`config.mk`:
```
export PLATFORM = sky130hd
export DESIGN_NAME = fpflags_accum
export DESIGN_NICKNAME = d
export VERILOG_FILES = /design/src/rtl/fpflags_accum.sv
export SDC_FILE = /design/constraint.sdc
export NUM_CORES = 1
export LEC_CHECK = 0
export ABC_AREA = 1
export BUFFER_PORTS_ARGS = -buffer_cell sky130_fd_sc_hd__buf_2
export CAP_MARGIN = 20
export CORE_MARGIN = 2
export CORE_UTILIZATION = 30
export CTS_BUF_LIST = sky130_fd_sc_hd__clkbuf_16
export DETAILED_ROUTE_END_ITERATION = 6
export GPL_ROUTABILITY_DRIVEN = 0
export PLACE_DENSITY = 0.43
export SETUP_SLACK_MARGIN = 0.3
export SLEW_MARGIN = 20
export SYNTH_ARGS = -nofsm -noshare
export SYNTH_HDL_FRONTEND = slang
export SYNTH_SLANG_ARGS = --single-unit
export TNS_END_PERCENT = 50
```
`constraint.sdc`:
```
create_clock -name clk -period 2.6 [get_ports clk]
set_clock_uncertainty 0.15 [all_clocks]
set_input_delay 0.13 -clock clk [delete_from_list [all_inputs] [get_ports clk]]
set_output_delay 0.13 -clock clk [all_outputs]
set_load 0.05 [all_outputs]
```
`src/rtl/fpflags_accum.sv`:
```
// fpflags_accum: sticky floating-point exception accumulator.
// Per-op flag words are buffered in a small FIFO. Each word drained from the
// FIFO is ORed into the sticky status and bumps a saturating event counter
// for every flag bit it has set. The interrupt is raised from the sticky bits
// that are enabled in irq_mask.
//
// Ports:
//   clk, reset_n          clock; asynchronous active-low reset
//   res_valid/res_ready   flag-word handshake (res_ready = not full, registered)
//   res_flags[3:0]        {inexact, underflow, overflow, invalid}
//   freeze                holds the FIFO drain (pushes continue until full)
//   csr_clr/csr_clr_mask  one-cycle clear of the selected sticky bits and counters
//   irq_mask[3:0]         interrupt enable per flag
//   cnt_sel[1:0]          selects which counter drives cnt_value
//   sticky[3:0]           accumulated sticky flags
//   cnt_value[CNT_W-1:0]  selected event counter
//   irq                   |(sticky & irq_mask)
//   busy                  FIFO non-empty
module fpflags_accum #(
  parameter int CNT_W = 8,
  parameter int DEPTH = 2
) (
  input  logic             clk,
  input  logic             reset_n,
  input  logic             res_valid,
  output logic             res_ready,
  input  logic [3:0]       res_flags,
  input  logic             freeze,
  input  logic             csr_clr,
  input  logic [3:0]       csr_clr_mask,
  input  logic [3:0]       irq_mask,
  input  logic [1:0]       cnt_sel,
  output logic [3:0]       sticky,
  output logic [CNT_W-1:0] cnt_value,
  output logic             irq,
  output logic             busy
);

  localparam int AW = (DEPTH > 1) ? $clog2(DEPTH) : 1;
  localparam logic [AW:0]      FULL_CNT = (AW+1)'(DEPTH);
  localparam logic [CNT_W-1:0] CNT_MAX  = '1;

  logic [3:0]       mem [DEPTH];
  logic [AW-1:0]    wr_ptr;
  logic [AW-1:0]    rd_ptr;
  logic [AW:0]      count;
  logic             ready_q;
  logic [3:0]       sticky_q;
  logic [CNT_W-1:0] cnt [4];

  logic             full;
  logic             push;
  logic             pop;
  logic [3:0]       set_bits;
  logic [3:0]       clr_bits;

  // Handshake: ready depends only on registered state, never on res_valid.
  assign full      = (count == FULL_CNT);
  assign res_ready = ready_q & ~full;
  assign push      = res_valid & res_ready;
  assign pop       = (count != '0) & ~freeze;

  // NOTE: every signal written in always_comb gets a default first so no
  // path leaves it unassigned, which is what would infer a latch.
  always_comb begin
    set_bits = 4'b0000;
    clr_bits = 4'b0000;
    if (pop)     set_bits = mem[rd_ptr];
    if (csr_clr) clr_bits = csr_clr_mask;
  end

  // NOTE: the storage array carries no reset; it is only ever read behind a
  // non-zero occupancy, so stale contents are never observed and the array
  // can map onto plain register-file cells.
  always_ff @(posedge clk) begin
    if (push) mem[wr_ptr] <= res_flags;
  end

  // NOTE: sequential state uses non-blocking assignments so every flop
  // samples the pre-edge values regardless of statement order.
  always_ff @(posedge clk or negedge reset_n) begin
    if (!reset_n) begin
      wr_ptr  <= '0;
      rd_ptr  <= '0;
      count   <= '0;
      ready_q <= 1'b0;
    end else begin
      ready_q <= 1'b1;
      // Pointers wrap naturally because DEPTH is a power of two.
      if (push) wr_ptr <= wr_ptr + AW'(1);
      if (pop)  rd_ptr <= rd_ptr + AW'(1);
      case ({push, pop})
        2'b10:   count <= count + (AW+1)'(1);
        2'b01:   count <= count - (AW+1)'(1);
        default: count <= count;
      endcase
    end
  end

  // Sticky bits and counters. A clear and a set landing on the same flag in
  // one cycle resolve in favour of the set: sticky stays 1, counter restarts
  // at 1.
  always_ff @(posedge clk or negedge reset_n) begin
    if (!reset_n) begin
      sticky_q <= 4'b0000;
      for (int i = 0; i < 4; i++) cnt[i] <= '0;
    end else begin
      sticky_q <= (sticky_q & ~clr_bits) | set_bits;
      for (int i = 0; i < 4; i++) begin
        if (clr_bits[i])
          cnt[i] <= set_bits[i] ? CNT_W'(1) : '0;
        else if (set_bits[i] && (cnt[i] != CNT_MAX))
          cnt[i] <= cnt[i] + CNT_W'(1);
      end
    end
  end

  assign sticky    = sticky_q;
  assign cnt_value = cnt[cnt_sel];
  assign irq       = |(sticky_q & irq_mask);
  assign busy      = (count != '0);

endmodule

```
==> out/metrics.csv <==
metric,value,unit
outcome,"finished, final reports clean",
initial antenna violation count,0,
post-synthesis cell count,428,
max-slew violations,0,
clock sinks,49,
arrival time worst endpoint,1.51,ns
Core Rows,36,
Comb pwr share,0.375,
critical path class,flip-flop to output pin,
# diodes,0,
GR met3 Demand/Resource,0.0324,
Initial Util,0.311,
Syn Area/Cell,7.14,um^2
clock buffer count from CTS,5,
IO buf count,33,
Tightest Pin Transition,0.584,ns
setup tns final,0,ns
Synth area leader,dfrtp_1,
"Cell Area, Synth",3060,um^2
Cells after DPL,587,
Internal,1.75,mW
core outline area,9820,um^2
routed vias/inst,4.59,
DRC Markers,0,
Ys Warns,0,
"Distinct cells, synth",26,
Detail Route Antenna Nets,0,
RSZ-0062 raised after global routing,no,
cell leakage power,1.81,nW
final hold vios,0,
share of layout cells above drive strength 1,0.120,
CTS tree,done,
top-area cell type share of the netlist area,0.336,
Clock Latency Late Sink,0.29,ns
Worst Setup End Kind,output pin,
Hold Path Class,input pin to flip-flop,
met1 GRT Util,0.209,
Layout area overhead,17.3,%
I/O Pins,34,
"Hold-fix buffers, CTS",5,
fin nets,490,
layer with the highest usage,met2,
final wirelength,8020,um
global router's overall resource usage,0.154,
DR iter-0 viols,148,
Clock transition at path regs,0.07,ns
Root Driver,clkbuf_16,
Switch Pwr,1.32,mW
setup violators final,0,
pin count of the biggest net entering global routing,23,
most area-consuming cells after synthesis,"dfrtp_1, nand2_1, nand3_1",
GR Layer Usage met2,0.256,
minimum clock period,1.79,ns
fmax,0.560,GHz
period utilization,0.687,
worst vdd ir,0.789,mV
clock share of power,0.241,
first-pass GRT wire length,13600,um
CTS resizes,0,
slew margin rel.,0.610,
crit-path max FO,4,
Die ar.,11000,um^2
number of global-route vias before repair,2649,
Bufs on Longest Clock Path,2,
Die W,105,um
CP Data Required Time,2.32,ns
DR vias,2752,
"Seq/Total Area, Yosys",0.414,
Setup Buffers After CTS,0,
Setup crit start kind,flip-flop,
Pre-antenna DRT Iters,4,
Yosys reg bits,49,
Max Cap Viol,0,
Die H,105,um
CTS H-tree lvls,2,
grt ovf,0,
switching share of power,0.429,
sequential power share,0.384,
PwrDens,858,nW/um^2
number of non-filler instances in the completed layout,600,
drt wl/cell,13.4,um
"Net Count, Synth",452,
hpwl dp,6030,um
[synthesized netlist by cell type]
| master | instances |
|---|---|
| conb_1 | 1 |
| o21ai_0 | 21 |
| o21ai_1 | 1 |
| nor2_2 | 1 |
| nand3_4 | 2 |
| clkbuf_1 | 7 |
| o22ai_1 | 4 |
| xnor2_1 | 4 |
| buf_2 | 1 |
| a21boi_0 | 3 |
| inv_1 | 40 |
| xor2_1 | 4 |
| a21oi_1 | 17 |
| nand2_4 | 4 |
| nand2_1 | 146 |
| nor2_1 | 44 |
| edfxtp_1 | 8 |
| dfrtp_1 | 41 |
| nand3b_1 | 2 |
| nand4_1 | 1 |
| nor2_8 | 1 |
| nand3_1 | 63 |
| nor2_4 | 4 |
| ha_1 | 5 |
| o21bai_1 | 1 |
| nand3_2 | 2 |
[cells in the final DEF, fill, tap and decap left out, types with 2 or more instances in the layout]
| master | netlist | routed |
|---|---|---|
| nand2_1 | 146 | 146 |
| nand3_1 | 63 | 63 |
| nor2_1 | 44 | 44 |
| dfrtp_1 | 41 | 41 |
| inv_1 | 40 | 40 |
| buf_2 | 1 | 33 |
| o21ai_0 | 21 | 21 |
| a21oi_1 | 17 | 17 |
| edfxtp_1 | 8 | 8 |
| ha_1 | 5 | 5 |
| clkbuf_16 | 0 | 5 |
| dlygate4sd3_1 | 0 | 5 |
| o22ai_1 | 4 | 4 |
| nand2_4 | 4 | 4 |
| nor2_4 | 4 | 4 |
| xnor2_1 | 4 | 4 |
| xor2_1 | 4 | 4 |
| nand3_4 | 2 | 2 |
| nand3_2 | 2 | 2 |
| a21boi_0 | 3 | 2 |
| nand3b_1 | 2 | 2 |
[registers in the layout, summed over array words and instances (netlist names)]
signal	cells
cnt	32
mem	8
sticky	4
count	2
rd_ptr	1
ready_q	1
wr_ptr	1
[worst max-delay path, cell delays in order, from the launching register on]
cell     delay (ns)
dfrtp_1        0.40
inv_1          0.10
o21ai_0        0.16
a21oi_1        0.07
a21oi_1        0.20
buf_2          0.30
[worst paths after layout]
check,from,end,slack (ns),cells after the start
min,res_valid,wr_ptr,0.05,3
max,cnt[16],cnt_value[0],0.81,5
min in group asynchronous,reset_n,cnt[30],0.19,2
max in group asynchronous,reset_n,cnt[6],1.39,3
max reg2reg,count[0],count[1],0.84,6
min reg2reg,sticky[2],sticky[2],0.38,2
[cell families after synthesis]
family / Yosys count / share of synthesized area
fa+ha+maj: 5 / 0.0205
xor+xnor: 8 / 0.0229
simple gates: 270 / 0.400
other cells: 1 / 0.00123
compound gates: 47 / 0.0819
flops: 49 / 0.414
buf+inv: 48 / 0.0594
[per-stage QoR]
step           area, um^2  power [mW]  hold slack (ns)   util  setup slack [ns]
6_report             3580        3.07           0.0485  0.365             0.814
5_1_grt              3580        3.30           0.0634  0.365             0.642
4_1_cts              3580        3.12           0.0447  0.365             0.751
3_5_place_dp         3370        2.35          -0.0155  0.343             0.827
3_3_place_gp         3370        2.35          -0.0238  0.343             0.878
2_1_floorplan        3060        2.02           -0.316      -             0.444
[final cells by class]
class                      count  area (um^2)
fill                        1107         6240
multi-input combinational    331         1610
sequential                    49         1270
timing repair buffer          39          223
tap                          133          166
inverter                      40          150
clock buffer                   5          125
clock inverter                 3         41.3
[power by group through the flow]
stage	sequential, mW	combinational [mW]	clock [mW]
2_1_floorplan	1.23	0.787	0
3_3_place_gp	1.20	1.15	0
3_5_place_dp	1.20	1.16	0
4_1_cts	1.18	1.17	0.769
5_1_grt	1.21	1.29	0.801
6_report	1.18	1.15	0.741
[routing by layer]
layer  vias to the layer above  share of wire  wire length (um)
li1                       1459              -                 -
met1                      1243           0.51              4120
met2                        44           0.44              3560
met3                         6          0.033               264
met4                         0          0.010                80
met5                         -              0                 0
Power figures use the tool's default switching activity.
